File: config.mk
export PLATFORM = sky130hd
export DESIGN_NAME = upstream_link_sched
export DESIGN_NICKNAME = d
export VERILOG_FILES = /design/src/rtl/upstream_sched_pkg.sv /design/src/rtl/upstream_credit_ctr.sv /design/src/rtl/upstream_link_sched.sv
export SDC_FILE = /design/constraint.sdc
export NUM_CORES = 1
export LEC_CHECK = 0
export ABC_AREA = 1
export CORE_MARGIN = 10
export CORE_UTILIZATION = 44
export CTS_CLUSTER_SIZE = 25
export DETAILED_ROUTE_END_ITERATION = 10
export GPL_TIMING_DRIVEN = 0
export PLACE_DENSITY = 0.92
export SLEW_MARGIN = 30
export SYNTH_ARGS = -nofsm -noshare
export SYNTH_HDL_FRONTEND = slang
export SYNTH_SLANG_ARGS = --single-unit
File: constraint.sdc
create_clock -name clk -period 13.15 [get_ports clk]
set_input_delay 1.315 -clock clk [delete_from_list [all_inputs] [get_ports clk]]
set_output_delay 1.315 -clock clk [all_outputs]
set_load 0.01 [all_outputs]
File: src/rtl/upstream_sched_pkg.sv
// Shared types and the round-robin pick helper for the upstream link scheduler.
package upstream_sched_pkg;

    localparam int LINK_W    = 32;
    localparam int PKT_W     = 64;
    localparam int MAX_REQ   = 32;
    localparam int MAX_REQ_W = 5;

    typedef enum logic [1:0] {
        IDLE  = 2'd0,
        BEAT0 = 2'd1,
        BEAT1 = 2'd2
    } state_e;

    // First set bit of valid at or after ptr+1, wrapping modulo n; returns ptr when none is set.
    function automatic int rr_pick(input logic [MAX_REQ-1:0] valid, input int ptr, input int n);
        int pick;
        int idx;
        pick = ptr;
        for (int k = MAX_REQ; k >= 1; k--) begin
            if (k <= n) begin
                idx = (ptr + k) % n;
                if (valid[idx[MAX_REQ_W-1:0]]) pick = idx;
            end
        end
        return pick;
    endfunction

endpackage

File: src/rtl/upstream_credit_ctr.sv
// Link credit counter: token-edge detect, saturating net add/sub and sticky overflow flag.
// UPSTREAM_LINK_SCHED_STATS_EN exposes the token edge for the statistics counter.
module upstream_credit_ctr
    import upstream_sched_pkg::*;
#(
    parameter int  CREDITS    = 16,
    parameter int  TOKEN_GRAN = 8,
    localparam int CW         = $clog2(CREDITS + 1)
) (
    input  logic          clk,
    input  logic          rst,
    input  logic          consume_i,
    input  logic          token_toggle_i,
`ifdef UPSTREAM_LINK_SCHED_STATS_EN
    output logic          tok_edge_o,
`endif
    output logic [CW-1:0] credits_o,
    output logic          err_o
);

    localparam int SW = CW + 2;
    localparam logic signed [SW-1:0] GRAN_S = SW'(TOKEN_GRAN);
    localparam logic signed [SW-1:0] MAX_S  = SW'(CREDITS);

    logic                 tok_q;
    logic                 tok_edge;
    logic [CW-1:0]        credits_q;
    logic [CW-1:0]        credits_d;
    logic                 err_q;
    logic                 err_d;
    logic signed [SW-1:0] sum;

    function automatic logic [CW-1:0] sat_credits(input logic signed [SW-1:0] v);
        if (v > MAX_S)    return CW'(CREDITS);
        else if (v[SW-1]) return '0;
        else              return v[CW-1:0];
    endfunction

    function automatic logic over_credits(input logic signed [SW-1:0] v);
        return v > MAX_S;
    endfunction

    always_comb begin
        tok_edge  = tok_q ^ token_toggle_i;
        sum       = $signed({2'b00, credits_q}) - $signed(SW'(consume_i))
                  + (tok_edge ? GRAN_S : '0);
        credits_d = sat_credits(sum);
        err_d     = err_q | over_credits(sum);
    end

    // tok_q follows the input through reset so the first post-reset cycle sees no false edge.
    always_ff @(posedge clk) begin
        tok_q <= token_toggle_i;
    end

    always_ff @(posedge clk) begin
        if (rst) begin
            credits_q <= CW'(CREDITS);
            err_q     <= 1'b0;
        end else begin
            credits_q <= credits_d;
            err_q     <= err_d;
        end
    end

    assign credits_o = credits_q;
    assign err_o     = err_q;
`ifdef UPSTREAM_LINK_SCHED_STATS_EN
    assign tok_edge_o = tok_edge & ~rst;
`endif

endmodule

File: src/rtl/upstream_link_sched.sv
// Credit-gated round-robin scheduler sending 64-bit packets as two 32-bit link beats.
// UPSTREAM_LINK_SCHED_STATS_EN adds pkt_sent_o / tok_seen_o counters.
module upstream_link_sched
    import upstream_sched_pkg::*;
#(
    parameter int  NUM_REQ    = 4,
    parameter int  CREDITS    = 16,
    parameter int  TOKEN_GRAN = 8,
    localparam int IDX_W      = $clog2(NUM_REQ),
    localparam int CW         = $clog2(CREDITS + 1)
) (
    input  logic                     clk,
    input  logic                     rst,
    input  logic [NUM_REQ-1:0]       req_valid_i,
    input  logic [NUM_REQ*PKT_W-1:0] req_data_i,
    output logic [NUM_REQ-1:0]       req_ready_o,
    input  logic                     token_toggle_i,
    output logic                     link_valid_o,
    output logic [LINK_W-1:0]        link_data_o,
    input  logic                     link_ready_i,
    output logic [CW-1:0]            credits_o,
    output logic [IDX_W-1:0]         grant_id_o,
    output logic                     credit_err_o
`ifdef UPSTREAM_LINK_SCHED_STATS_EN
    ,
    output logic [31:0]              pkt_sent_o,
    output logic [31:0]              tok_seen_o
`endif
);

    state_e             state_q;
    state_e             state_d;
    logic [IDX_W-1:0]   rr_ptr_q;
    logic [IDX_W-1:0]   rr_ptr_d;
    logic [IDX_W-1:0]   grant_q;
    logic [IDX_W-1:0]   grant_d;
    logic [IDX_W-1:0]   winner;
    logic [PKT_W-1:0]   pkt_q;
    logic [PKT_W-1:0]   sel_data;
    logic               can_accept;
    logic               accept;

    always_comb begin
        winner   = IDX_W'(rr_pick(MAX_REQ'(req_valid_i), int'(rr_ptr_q), NUM_REQ));
        sel_data = '0;
        for (int i = 0; i < NUM_REQ; i++) begin
            if (IDX_W'(i) == winner) sel_data = req_data_i[i*PKT_W +: PKT_W];
        end
    end

    // Accept is combinational so the ready pulse and the consume happen in the same cycle.
    always_comb begin
        can_accept = !rst && (|req_valid_i) && (credits_o != '0);
        accept     = 1'b0;
        state_d    = state_q;
        unique case (state_q)
            IDLE: begin
                accept  = can_accept;
                state_d = can_accept ? BEAT0 : IDLE;
            end
            BEAT0: begin
                if (link_ready_i) state_d = BEAT1;
            end
            BEAT1: begin
                if (link_ready_i) begin
                    accept  = can_accept;
                    state_d = can_accept ? BEAT0 : IDLE;
                end
            end
            default: state_d = IDLE;
        endcase
        rr_ptr_d    = accept ? winner : rr_ptr_q;
        grant_d     = accept ? winner : grant_q;
        req_ready_o = accept ? ({{(NUM_REQ-1){1'b0}}, 1'b1} << winner) : '0;
    end

    always_comb begin
        link_valid_o = (state_q != IDLE);
        unique case (state_q)
            BEAT0:   link_data_o = pkt_q[LINK_W-1:0];
            BEAT1:   link_data_o = pkt_q[PKT_W-1:LINK_W];
            default: link_data_o = '0;
        endcase
    end

    always_ff @(posedge clk) begin
        if (rst) begin
            state_q  <= IDLE;
            rr_ptr_q <= IDX_W'(NUM_REQ - 1);
            grant_q  <= '0;
        end else begin
            state_q  <= state_d;
            rr_ptr_q <= rr_ptr_d;
            grant_q  <= grant_d;
        end
    end

    // Packet payload carries no reset; link_data_o is forced to zero outside the beat states.
    always_ff @(posedge clk) begin
        if (accept) pkt_q <= sel_data;
    end

    assign grant_id_o = grant_q;

`ifdef UPSTREAM_LINK_SCHED_STATS_EN
    logic        tok_edge;
    logic [31:0] pkt_sent_q;
    logic [31:0] tok_seen_q;

    always_ff @(posedge clk) begin
        if (rst) begin
            pkt_sent_q <= '0;
            tok_seen_q <= '0;
        end else begin
            if (state_q == BEAT1 && link_ready_i) pkt_sent_q <= pkt_sent_q + 32'd1;
            if (tok_edge)                         tok_seen_q <= tok_seen_q + 32'd1;
        end
    end

    assign pkt_sent_o = pkt_sent_q;
    assign tok_seen_o = tok_seen_q;
`endif

    upstream_credit_ctr #(
        .CREDITS    (CREDITS),
        .TOKEN_GRAN (TOKEN_GRAN)
    ) u_credit (
        .clk            (clk),
        .rst            (rst),
        .consume_i      (accept),
        .token_toggle_i (token_toggle_i),
`ifdef UPSTREAM_LINK_SCHED_STATS_EN
        .tok_edge_o     (tok_edge),
`endif
        .credits_o      (credits_o),
        .err_o          (credit_err_o)
    );

endmodule

==> results.md, run 1 <==
* Global-route wire length before repair at 38.25 mm
* Mapped cell area at 5821 µm²
* FF+latch area at 2182 µm²
* Worst Hold Class: flip-flop to flip-flop
* Filler cells at 966
* Clock power share at 12.5%
* Worst-margin pin slew at 641.8 ps
* Final Critical Period at 4960 ps
* Routed WL at 25.96 mm
* PD cells at 230.1 nW/µm²
* Die W at 135.0 µm
* Core Region at 12770 µm²
* Vias per inst at 5.267
* Startpoint types: input pin
* Max VDD drop at 0.0001231 V
* Worst Path Arrival at 3650 ps
* Fmax at 201.6 MHz
* Met3 usage at 9.829%
* Post-synthesis mux area share at 0%
* Clock skew at 8.047 ps
* Overall power at 2.195 mW
* Number of global-route vias before repair at 7153
* Synth cell types at 28
* ANT cells at 0
* CTS Buf Count at 9
* Post-synthesis compound-gate area fraction at 12.04%
* Setup_tns at 0 ps
* CTS Root Cell: clkbuf_16
* Synth Flop Type: edfxtp_1
* Critical Path RT at 11840 ps
* Top Usage Layer GRT: met2
* Final period util at 37.72%
* Initial Utilization at 45.57%
* GRT overflow at 0
* Max-slew violation count at 0
* DR pass1 iterations at 5
* Starting DRC count in detailed routing at 550
* Async S/R FF share, synth at 0%
* Clock sink total at 77
* Pint at 1.152 mW
* DRC at 0
* Dpl hpwl at 20.88 mm
* Crit. End Element: primary output
* Unrepaired setup endpoints after global routing: no
* Setup ws final at 8190 ps
* Leakage at 4.162 nW
* Sw Ratio at 47.52%
* Clk buf depth at 2
* Worst rel slew slack at 57.21%
* Initial antenna violation count at 0
* Aggregate global-route resource usage at 27.01%
* Final hold viol count at 0
* Combinational power share at 64.4%
* Clock Latency Late Sink at 340 ps
* Post-synthesis sequential area ratio at 37.49%
* CTS tree: done
* Routed vias at 7173
* Sequential cell fraction of total power at 23.1%
* Die height at 135.0 µm
* Largest net degree at the start of global routing at 26
* Std cell rows at 41
* GPL Wtd Cong at 0.9073
* CTS hold repair buffers at 0
* Post CTS Setup Buffer Count at 0
* Synth Area in Adders at 1.935%
* Crit Path Max Fanout at 14
* Net switching power figure at 1.043 mW
* Antenna viol nets, final at 0
* Finish-stage setup viols at 0
* Synthesized flop and latch total at 77
* Setup WS pre-CTS at 8250 ps
* Max-cap violations at 0
* Cell chain of the critical path: clkdlybuf4s50_1 > inv_1 > nand3_1 > nor2_4 > buf_16 > inv_1 > nor3_1 > clkdlybuf4s50_1
* Syn Area/Cell at 6.745 µm²
* Slowest stage delay, CP at 590 ps
* Simple-gate share of the synthesized area at 36.41%
* Die Area at 18230 µm²
* Area Overhead vs Synth at 63.84%
* Port-buffer cells at 308
* CP top delay family: buffers and inverters
* Grt met2 use at 47.03%
* Net count, final at 1458
* Combinational family with the most area after synthesis: simple AND/OR/NAND/NOR gates
* Post-Syn Instances at 863
* Ys Warns at 0
* Post-synth EDFFs at 64
* H-tree lvl count at 3
* Synth Area in XOR/XNOR at 0.6019%
* Share of cells above drive strength 1 at 6.303%
* Status: completed
* Gates resized, CTS repair at 0
* Worst path slowest cell: clkdlybuf4s50_1
* Clk pin slew, worst setup/hold paths at 60 ps
* Io pins at 309
* Multi-input logic area at 2975 µm²
* Final core utilization at 74.66%
* Per-cell routed wire length at 19.06 µm
* Buf+Inv Stages, Crit Path at 5
* Crit path kind: input pin to primary output
* Met1 Use GR at 28.82%
* Syn nets at 1136
## sequential cells by signal, indices dropped and copies added (netlist names)
name and flops:
u_credit.credits_o 5, pkt_q 64, u_credit.tok_q 1, rr_ptr_q 2
u_credit.err_o 1, state_q 2, grant_id_o 2
## final timing paths
check                                to  cells past startpoint          start  slack (ps)
setup / recovery         req_ready_o[0]                      8            rst        8190
setup reg to reg  u_credit.credits_o[0]                     18     state_q[0]        9400
hold reg to reg           grant_id_o[1]                      2  grant_id_o[1]         470
hold / removal            grant_id_o[1]                      2  grant_id_o[1]         470
## Yosys cell counts (3+ instances only)
cell,count,area (µm²)
buf_4,22,165.2
clkbuf_1,14,52.55
nand2_1,419,1573
buf_1,3,11.26
o211ai_1,65,488.0
nand3_1,69,345.3
dfxtp_1,13,260.3
nand2_2,3,18.77
inv_1,83,311.6
nor2_1,17,63.81
nand4_1,5,31.28
inv_2,3,11.26
buf_2,18,90.09
ha_1,9,112.6
a21oi_1,37,185.2
xor2_1,4,35.03
edfxtp_1,64,1922
## area by class of cell
type,instances,share of cell area (%)
Tap cell,172,2.257
Timing Repair Buffer,311,33.19
Multi-Input combinational cell,640,31.20
Sequential cell,77,22.88
Clock buffer,9,2.362
Clock inverter,7,1.076
Inverter,87,3.451
Buffer,59,3.582
## cell families (layout without fill, tap and decap cells)
group                      count (synthesis)  count (layout)
AOI/OAI and AO/OA                        106             106
buffers and inverters                    146             473
xor gates and xnor gates                   4               4
and+or+nand+nor                          521             521
DFF                                       77              77
adders and majority gates                  9               9
## worst register-to-register path, cell delays in order, from the launching register on
cell	delay (ps)
dfxtp_1	350
inv_1	120
ha_1	160
clkbuf_1	320
a21oi_1	170
nor2_4	420
buf_16	210
ha_1	200
ha_1	190
nand2_1	80
nor2_1	150
xor2_1	210
ha_1	280
o21a_1	120
o21ai_0	200
inv_1	90
nor2_1	150
nand2_1	130
nor2_1	140
## metal layers
| layer | up-vias | part of all wire, % |
|---|---|---|
| met2 | 398 | 49 |
| met3 | 70 | 12 |
| met4 | 0 | 3.8 |
| li1 | 3430 | - |
| met5 | - | 0 |
| met1 | 3275 | 36 |
## placed cells by master (no fill, tap or decap), types with 16 or more instances in the layout
cell type        netlist  layout
nand2_1              419     419
clkdlybuf4s50_1        0     308
nand3_1               69      69
o211ai_1              65      65
nor2_1                17      16
buf_2                 18      18
a21oi_1               37      37
buf_4                 22      22
inv_1                 83      83
edfxtp_1              64      64
## power groups by stage
stage               registers, mW  clock network [mW]  logic, mW
CTS                         0.508               0.276       1.40
detailed placement          0.512                   0       1.39
global route                0.517               0.288       1.55
floorplan                   0.508                   0      0.878
finish                      0.508               0.274       1.41
global placement            0.517                   0       1.33
## per-stage QoR
step | cells | instance area, µm² | hold slack [ps]
2_1_floorplan | 863 | 5821 | 479.5
3_3_place_gp | 1343 | 9119 | 450.2
3_5_place_dp | 1346 | 9209 | 460.6
4_1_cts | 1362 | 9537 | 468.4
5_1_grt | 1362 | 9537 | 501.2
6_report | 1362 | 9537 | 468.7
(Power assumes the default switching activity.)
==> run 2, diff against run 1 <==
--- a/config.mk
+++ b/config.mk
@@ -7,11 +7,11 @@
 export LEC_CHECK = 0
 export ABC_AREA = 1
 export CORE_MARGIN = 10
-export CORE_UTILIZATION = 44
+export CORE_UTILIZATION = 36
 export CTS_CLUSTER_SIZE = 25
 export DETAILED_ROUTE_END_ITERATION = 10
 export GPL_TIMING_DRIVEN = 0
-export PLACE_DENSITY = 0.92
+export PLACE_DENSITY = 0.81
 export SLEW_MARGIN = 30
 export SYNTH_ARGS = -nofsm -noshare
 export SYNTH_HDL_FRONTEND = slang
==> constraint.sdc (replaced) <==
create_clock -name clk -period 4.1 [get_ports clk]
set_input_delay 0.41 -clock clk [delete_from_list [all_inputs] [get_ports clk]]
set_output_delay 0.41 -clock clk [all_outputs]
set_load 0.01 [all_outputs]
==> results.md, run 2 (same netlist as run 1, synthesis figures left out) <==
* Status: completed
* Net switching power figure at 3.283 mW (+210%)
* Clk pin slew, worst setup/hold paths at 60 ps (about the same)
* Area Overhead vs Synth at 64.45%
* Io pins at 309 (unchanged)
* CTS tree: done
* Initial antenna violation count at 1 (+1)
* Antenna viol nets, final at 0 (unchanged)
* Setup WS pre-CTS at 287.3 ps (-7963 ps)
* Clock skew at 9.222 ps (+1.176 ps)
* CP most frequent cell: ha_1
* Clk buf depth at 2 (unchanged)
* CTS Buf Count at 9 (unchanged)
* Worst-margin pin slew at 727.3 ps (+85.47 ps)
* Startpoint types: flip-flop
* Finish-stage setup viols at 0 (unchanged)
* DR pass1 iterations at 5 (unchanged)
* Overall power at 6.917 mW (+220%)
* Most flop-heavy register: pkt_q
* Clock power share at 11.7% (-0.8 points)
* CTS hold repair buffers at 0 (unchanged)
* Final hold viol count at 0 (unchanged)
* H-tree lvl count at 3 (unchanged)
* Crit path from: state_q[0]
* FF-to-FF Start: state_q[0]
* Worst Path Arrival at 3970 ps (+320 ps)
* Cell chain of the critical path: inv_1 > ha_1 > clkbuf_1 > a21oi_1 > nor2_4 > ha_1 > ha_1 > nand2_1 > nor2_1 > xor2_1 > ha_1 > o21a_1 > o21ai_0 > inv_1 > nor2_1 > nand2_1 > nor2_1
* Net count, final at 1458 (unchanged)
* PD cells at 722.7 nW/µm² (+210%)
* Slowest stage delay, CP at 620 ps (+30 ps)
* Share of cells above drive strength 1 at 6.218% (-0.084 points)
* Die W at 147.2 µm (+9.0%)
* Final period util at 90.17%
* Number of global-route vias before repair at 7030 (-1.7%)
* Worst rel slew slack at 51.40% (-5.8 points)
* Max VDD drop at 0.0003054 V (+150%)
* GPL Wtd Cong at 0.9283 (+2.3%)
* Hold_sp: grant_id_o[1]
* Worst-case reg-to-reg path depth at 17 (-1)
* Worst Hold Class: flip-flop to flip-flop
* Final Critical Period at 3697 ps
* Starting DRC count in detailed routing at 443 (-19%)
* Die Area at 21650 µm² (+19%)
* Sequential cell fraction of total power at 23.6% (+0.5 points)
* CTS Root Cell: clkbuf_16
* Post CTS Setup Buffer Count at 0 (unchanged)
* Clock sink total at 77 (unchanged)
* Aggregate global-route resource usage at 23.02% (-4.0 points)
* Unrepaired setup endpoints after global routing: no
* Filler cells at 1473 (+52%)
* Sw Ratio at 47.45% (-0.067 points)
* DRC at 0 (unchanged)
* Max-slew violation count at 0 (unchanged)
* Leakage at 4.153 nW (-0.22%)
* Routed vias at 6860 (-4.4%)
* Die height at 147.2 µm (+9.0%)
* Port-buffer cells at 308 (unchanged)
* Gates resized, CTS repair at 0 (unchanged)
* Max-cap violations at 0 (unchanged)
* Largest register FFs at 64 (unchanged)
* Most frequent cells in the layout: 419 x nand2_1, 308 x clkdlybuf4s50_1, 83 x inv_1
* Most common cell after layout, fill and taps aside: nand2_1
* Largest net degree at the start of global routing at 23 (-12%)
* Std cell rows at 46 (+12%)
* Crit Path Max Fanout at 22 (+8)
* Crit. End Element: flip-flop
* Critical Path RT at 4380 ps (-7460 ps)
* Initial Utilization at 36.64% (-8.9 points)
* Worst path slowest cell: nor2_4
* GRT overflow at 0 (unchanged)
* Clock Latency Late Sink at 340 ps (about the same)
* Core Region at 15890 µm² (+24%)
* Hold Crit Depth at 2 (unchanged)
* Vias per inst at 4.876 (-7.4%)
* Setup ws final at 402.9 ps (-7787 ps)
* Per-cell routed wire length at 18.44 µm (-3.3%)
* Routed WL at 25.94 mm (about the same)
* Crit path kind: flip-flop to flip-flop
* Fmax at 270.5 MHz
* Global-route wire length before repair at 39.10 mm (+2.2%)
* Combinational power share at 64.6% (+0.2 points)
* Pint at 3.635 mW (+220%)
* Dpl hpwl at 21.13 mm (+1.2%)
## run 2: cell type report
cell class | count | area, µm² | share of cell area (%)
diodes | 1 | 2.502 | 0.02614
plain buffers | 59 | 341.6 | 3.569
clock buffers | 12 | 279.0 | 2.915
clock inverters | 4 | 26.28 | 0.2745
inverters | 87 | 329.1 | 3.438
multi-input cells | 640 | 2975 | 31.08
flip-flops and latches | 77 | 2182 | 22.80
well taps | 216 | 270.3 | 2.824
repair buffers | 311 | 3166 | 33.07
## run 2: power by group through the flow
stage	registers (mW)	clock network [mW]	logic, mW
6_report	1.64	0.811	4.47
5_1_grt	1.67	0.853	4.97
3_3_place_gp	1.66	0	4.33
3_5_place_dp	1.65	0	4.46
4_1_cts	1.64	0.823	4.48
2_1_floorplan	1.62	0	2.82
## run 2: critical path, delay by kind of cell, from the launching register on
| family | cells | cell delay (ps) |
|---|---|---|
| xor+xnor | 1 | 240 |
| compound gates | 3 | 450 |
| simple gates | 6 | 1150 |
| flops | 1 | 350 |
| fa+ha+maj | 4 | 920 |
| buf+inv | 3 | 530 |
## run 2: worst paths after layout
check                               end  slack (ps)
setup / recovery  u_credit.credits_o[0]         400
setup reg to reg  u_credit.credits_o[0]         400
hold / removal            grant_id_o[1]         460
hold reg to reg           grant_id_o[1]         460
## run 2: stage by stage
| step | setup TNS (ps) | instances | area, µm² | hold WS (ps) | util, % |
|---|---|---|---|---|---|
| after CTS | 0 | 1406 | 9569 | 461.6 | 60.24 |
| after global placement | -4918 | 1387 | 9181 | 449.4 | 57.80 |
| after detailed placement | 0 | 1390 | 9264 | 452.1 | 58.32 |
| after floorplan | 0 | 863 | 5828 | 437.7 | - |
| after global routing | 0 | 1407 | 9572 | 473.5 | 60.26 |
| final | 0 | 1407 | 9572 | 464.0 | 60.26 |
## run 2: metal layers
layer	GRT usage [%]	part of all wire [%]
met5	0	0
met3	7.985	9.5
met1	26.23	39
met2	39.81	50
met4	6.591	2.0
==> run 3, diff against run 2 <==
--- a/config.mk
+++ b/config.mk
@@ -16,3 +16,4 @@
 export SYNTH_ARGS = -nofsm -noshare
 export SYNTH_HDL_FRONTEND = slang
 export SYNTH_SLANG_ARGS = --single-unit
+export TNS_END_PERCENT = 20
==> constraint.sdc (replaced) <==
create_clock -name clk -period 4.1 [get_ports clk]
set_input_delay 0.41 -clock clk [delete_from_list [all_inputs] [get_ports clk]]
set_output_delay 0.41 -clock clk [all_outputs]
set_load 0.005 [all_outputs]
==> results of run 3 <==
Same layout as run 2 (identical final DEF). Status: completed.
Main changes from that run: total power 6.917 mW -> 6.880 mW
==> RTL edit 1: new RTL, flow settings as in run 1 <==
The parameter `NUM_REQ` goes from 4 to 2.
--- a/src/rtl/upstream_link_sched.sv
+++ b/src/rtl/upstream_link_sched.sv
@@ -3,7 +3,7 @@
 module upstream_link_sched
     import upstream_sched_pkg::*;
 #(
-    parameter int  NUM_REQ    = 4,
+    parameter int  NUM_REQ    = 2,
     parameter int  CREDITS    = 16,
     parameter int  TOKEN_GRAN = 8,
     localparam int IDX_W      = $clog2(NUM_REQ),
Ports: changed (resized grant_id_o, req_data_i, req_ready_o and req_valid_i); port bits go from 309 to 176. The function was not compared with the original's and may differ.
==> RTL edit 1 against run 1 <==
  * Critical path depth is 1 higher
  * Area after synthesis down 33%
  * Via count is 48% lower
  * Total power shrank 60%
  * Synthesized cell count down 45%
  * Routed wire length down 51%
  * Sequential cell count down 2
  * Worst setup slack better by 0.11 ns
  * Clock power fell by 34%
  * Hold slack worse by 0.0066 ns
  * Clock skew is 0.0040 ns higher
  * Cell area decreased by 36%
  * Largest power group unchanged
==> RTL edit 1: results (changes against run 1) <==
| Metric | Value |
|---|---|
| Placed cell areas | `5860 um^2 (-36%)` |
| Count of multi-input gates | `355 (-45%)` |
| Vias per cell | `4.81 (-8.7%)` |
| Tap Count | `108 (-37%)` |
| Net Sw Frac | `34.5% (-13 points)` |
| M1 wire length | `4840 um (-48%)` |
| Status | `complete, no violations` |
| I/O Buffers | `175 (-43%)` |
| Synth Area in Adders | `2.88% (+0.94 points)` |
| Total Routing Usage GR | `19.2% (-7.9 points)` |
| Vias in the first global route | `3956 (-45%)` |
| Compound-Gate Fraction of Synth Area | `5.31% (-6.7 points)` |
| FF/Latch Area | `2140 um^2 (-1.8%)` |
| Synth cell types | `20 (-29%)` |
| NonClk Buf Share | `32.9% (-3.9 points)` |
| Clock Sinks | `75 (-2.6%)` |
| GPL Wtd Cong | `0.814 (-10%)` |
| Clk slew on worst S/H paths | `0.09 ns (+0.03 ns)` |
| WHS | `0.462 ns (-0.00662 ns)` |
| Met2 wire length | `6300 um (-50%)` |
| Clock-net power | `0.180 mW (-34%)` |
| Pre-CTS setup slack | `8.28 ns (+0.0326 ns)` |
| Synth Area in XOR/XNOR | `0.447% (-0.15 points)` |
| Synthesized instance count | `475 (-45%)` |
| DP Wirelength | `9950 um (-52%)` |
| Comb power | `0.356 mW (-75%)` |
| First-pass GRT wire length | `19600 um (-49%)` |
| Worst-path fanout max | `23 (+9)` |
| # clk buffers | `13 (+4)` |
| Filler instances | `670 (-31%)` |
| TritonRoute pass-1 iters | `4 (-1)` |
| Hold EP | `u_credit.err_o` |
| Top cells by area, synth | `edfxtp_1 49%, nand2_1 26%, dfxtp_1 5.6%, a21oi_1 4.6%, buf_6 3.5%` |
| Critical path startpoint | `req_valid_i[0]` |
| P_int | `0.580 mW (-50%)` |
| Worst Skew | `0.0121 ns (+0.00403 ns)` |
| Initial DRC count | `181 (-67%)` |
| Arrival @ worst endpoint | `3.54 ns (-0.11 ns)` |
| Met3 WL | `1180 um (-61%)` |
| Leakage power | `2.50 nW (-40%)` |
| FF-to-FF path depth | `16 (-2)` |
| Clock-cell share | `3.44% (+0.0045 points)` |
-- RTL edit 1: cell types whose count changed after synthesis, moves of 5 or more --
cell | before | now
inv_1 | 83 | 17
buf_6 | 2 | 12
nand4_1 | 5 | 0
o211ai_1 | 65 | 1
buf_4 | 22 | 0
nand2_1 | 419 | 272
nand3_1 | 69 | 9
clkbuf_1 | 14 | 7
buf_2 | 18 | 6
-- RTL edit 1: worst max path at each step --
stage | depth (start not counted) | slack (ns) | endpoint
4_1_cts | 9 | 8.28 | req_ready_o[1]
5_1_grt | 9 | 8.11 | req_ready_o[0]
3_3_place_gp | 8 | 6.52 | req_ready_o[1]
3_5_place_dp | 9 | 8.28 | req_ready_o[1]
2_1_floorplan | 15 | 8.16 | u_credit.credits_o[0]
6_report | 9 | 8.30 | req_ready_o[1]
-- RTL edit 1: critical path: cells and delay by family --
kind	cells	cell delay, ns
buffers and inverters	4	1.33
AND/OR/NAND/NOR	5	0.89
==> RTL edit 2: new RTL, flow settings as in run 1 <==
Made on the original files. Register the output `credits_o`, cleared by the reset; this adds one clock of latency there. The other outputs are not delayed to match.
--- a/src/rtl/upstream_link_sched.sv
+++ b/src/rtl/upstream_link_sched.sv
@@ -28,6 +28,8 @@
 `endif
 );
 
+    logic [CW-1:0] credits_c;
+
     state_e             state_q;
     state_e             state_d;
     logic [IDX_W-1:0]   rr_ptr_q;
@@ -50,7 +52,7 @@
 
     // Accept is combinational so the ready pulse and the consume happen in the same cycle.
     always_comb begin
-        can_accept = !rst && (|req_valid_i) && (credits_o != '0);
+        can_accept = !rst && (|req_valid_i) && (credits_c != '0);
         accept     = 1'b0;
         state_d    = state_q;
         unique case (state_q)
@@ -132,9 +134,17 @@
 `ifdef UPSTREAM_LINK_SCHED_STATS_EN
         .tok_edge_o     (tok_edge),
 `endif
-        .credits_o      (credits_o),
+        .credits_o      (credits_c),
         .err_o          (credit_err_o)
     );
 
+    always_ff @(posedge clk) begin
+        if (rst) begin
+            credits_o <= '0;
+        end else begin
+            credits_o <= credits_c;
+        end
+    end
+
 endmodule
 
Behaviour: not the same (a bounded check fails within 4 cycles, from zero or initial values and one cycle with rst high).
==> RTL edit 2 against run 1 <==
  * Total power down 1.2%
  * Count of clock-buffer cells in the layout up 1
  * Area after synthesis down 5.1%
  * Sequential cell count up 5
  * Routed wire length up 1.4%
  * Clock skew about the same
  * Cell area down 4.0%
  * Worst setup slack better by 0.090 ns
  * Critical path type unchanged
==> RTL edit 2: results (changes against run 1) <==
| Metric | Value |
|---|---|
| Status | `complete, no violations` |
| R2R Path Start | `state_q[0]` |
| Hold WC Path Type | `flip-flop to flip-flop` |
| Placed cell areas | `8880 um^2 (-3.5%)` |
| Worst slew margin | `58.2% (+1.0 points)` |
| First-pass GRT wire length | `39100 um (+2.3%)` |
| Worst Skew | `0.00768 ns (-0.000367 ns)` |
| Vias per cell | `5.79 (+9.8%)` |
| FF-to-FF path depth | `14 (-4)` |
| Fin nets | `1287 (-12%)` |
| Worst-path fanout max | `10 (-4)` |
| Met3 WL | `3010 um (-0.20%)` |
| Initial DRC count | `616 (+12%)` |
| P_int | `1.13 mW (-2.2%)` |
| Critical path startpoint | `req_valid_i[3]` |
| Avg WL per Cell | `22.2 um (+16%)` |
| Vias in the first global route | `6891 (-3.7%)` |
| Synth Net Count | `966 (-15%)` |
| Top cells by count, synth | `164 x nand2_1, 136 x nand3_1, 130 x nand4_1` |
| R2R setup slack | `9.63 ns (+0.23 ns)` |
| Hold-fix buffers, CTS | `0 (unchanged)` |
| Met2 wire length | `13000 um (+3.3%)` |
| CTS Buffer Depth | `2 (unchanged)` |
| Depth of the CTS H-tree | `3 (unchanged)` |
| Sequential fraction of the synthesis area | `41.3% (+3.8 points)` |
| Max stage delay on crit path | `0.57 ns (-0.02 ns)` |
| Initial antenna violation count | `0 (unchanged)` |
| GPL Wtd Cong | `0.970 (+6.9%)` |
| DP Wirelength | `21300 um (+2.2%)` |
| Largest net degree at the start of global routing | `24 (-7.7%)` |
| N_diodes | `0 (unchanged)` |
| Share of cells above drive strength 1 | `8.54% (+2.2 points)` |
| Number of synthesized flops with an enable pin | `64 (unchanged)` |
| Synth cell types | `30 (+7.1%)` |
| Top cells by area, synth | `edfxtp_1 35%, nand4_1 15%, nand3_1 12%, nand2_1 11%, dfxtp_1 6.5%` |
| Reg2reg end | `u_credit.credits_o[2]` |
| Total Routing Usage GR | `28.5% (+1.5 points)` |
| Filler instances | `882 (-8.7%)` |
| I/O Buffers | `307 (-0.32%)` |
| M1 wire length | `9360 um (+0.16%)` |
| Root Driver | `clkbuf_16` |
| VDD IR max | `0.155 mV (+26%)` |
| Cts repair resizes | `0 (unchanged)` |
| Arrival @ worst endpoint | `3.55 ns (-0.10 ns)` |
| Leakage power | `3.39 nW (-19%)` |
RTL edit 2: changes by cell type after synthesis, sizes merged, moves of 5 or more:
cell | run 1 | this run
buf | 45 | 54
nand4 | 5 | 130
inv | 87 | 25
nand3 | 70 | 138
nand2 | 424 | 168
dfxtp | 13 | 18
o211ai | 65 | 2
RTL edit 2: cells by family after synthesis:
| family | share of synthesized area [%] |
|---|---|
| xor gates and xnor gates | 0.793 |
| adders and majority gates | 2.04 |
| buffers and inverters | 10.0 |
| DFF | 41.3 |
| and+or+nand+nor | 41.6 |
| AOI/OAI and AO/OA | 4.21 |
RTL edit 2: tightest hold or removal path, delay by kind of cell, from the launching register on:
kind / cells / cell delay [ns]
buffers and inverters: 1 / 0.09
flip-flops: 1 / 0.30
AND/OR/NAND/NOR: 1 / 0.04
RTL edit 2: cell type report:
| class | count | area (um^2) | area share [%] |
|---|---|---|---|
| Sequential cell | 82 | 2280 | 24.9 |
| Timing Repair Buffer | 310 | 3140 | 34.3 |
| Buffer | 68 | 458 | 5.00 |
| Multi-Input combinational cell | 518 | 2690 | 29.4 |
| Clock buffer | 10 | 229 | 2.50 |
| Inverter | 25 | 96.3 | 1.05 |
| Clock inverter | 6 | 42.5 | 0.465 |
| Tap cell | 168 | 210 | 2.30 |
RTL edit 2: how the worst min path moves through the flow:
| stage | from | end | cells after the start | slack [ns] |
|---|---|---|---|---|
| finish | u_credit.credits_o[0] | credits_o[0] | 2 | 0.47 |
| global route | u_credit.credits_o[1] | credits_o[1] | 2 | 0.49 |
| CTS | u_credit.credits_o[0] | credits_o[0] | 2 | 0.47 |
| detailed placement | u_credit.credits_o[0] | credits_o[0] | 2 | 0.45 |
| global placement | u_credit.err_o | u_credit.err_o | 2 | 0.44 |
| floorplan | u_credit.credits_o[1] | credits_o[1] | 2 | 0.43 |
RTL edit 2: metrics by stage:
step	hold WS, ns	power (mW)	setup slack [ns]	util (%)	std cells
floorplan	0.430	1.39	6.47	-	693
global placement	0.438	1.87	4.23	72.4	1168
detailed placement	0.451	1.91	8.31	73.0	1171
CTS	0.470	2.14	8.31	75.3	1187
global route	0.493	2.28	8.15	75.3	1187
finish	0.472	2.17	8.28	75.3	1187
RTL edit 2: per-layer routing:
| metal | GRT usage (%) | vias to the layer above |
|---|---|---|
| li1 | - | 3166 |
| met1 | 31.3 | 3175 |
| met2 | 49.3 | 459 |
| met3 | 9.68 | 67 |
| met4 | 11.2 | 0 |
| met5 | 0 | - |
RTL edit 2: power by group through the flow:
stage	Clock [mW]	Sequential (mW)	Combinational (mW)
6_report	0.229	0.527	1.41
5_1_grt	0.240	0.538	1.50
4_1_cts	0.230	0.526	1.38
3_5_place_dp	0	0.530	1.38
3_3_place_gp	0	0.534	1.34
2_1_floorplan	0	0.523	0.868
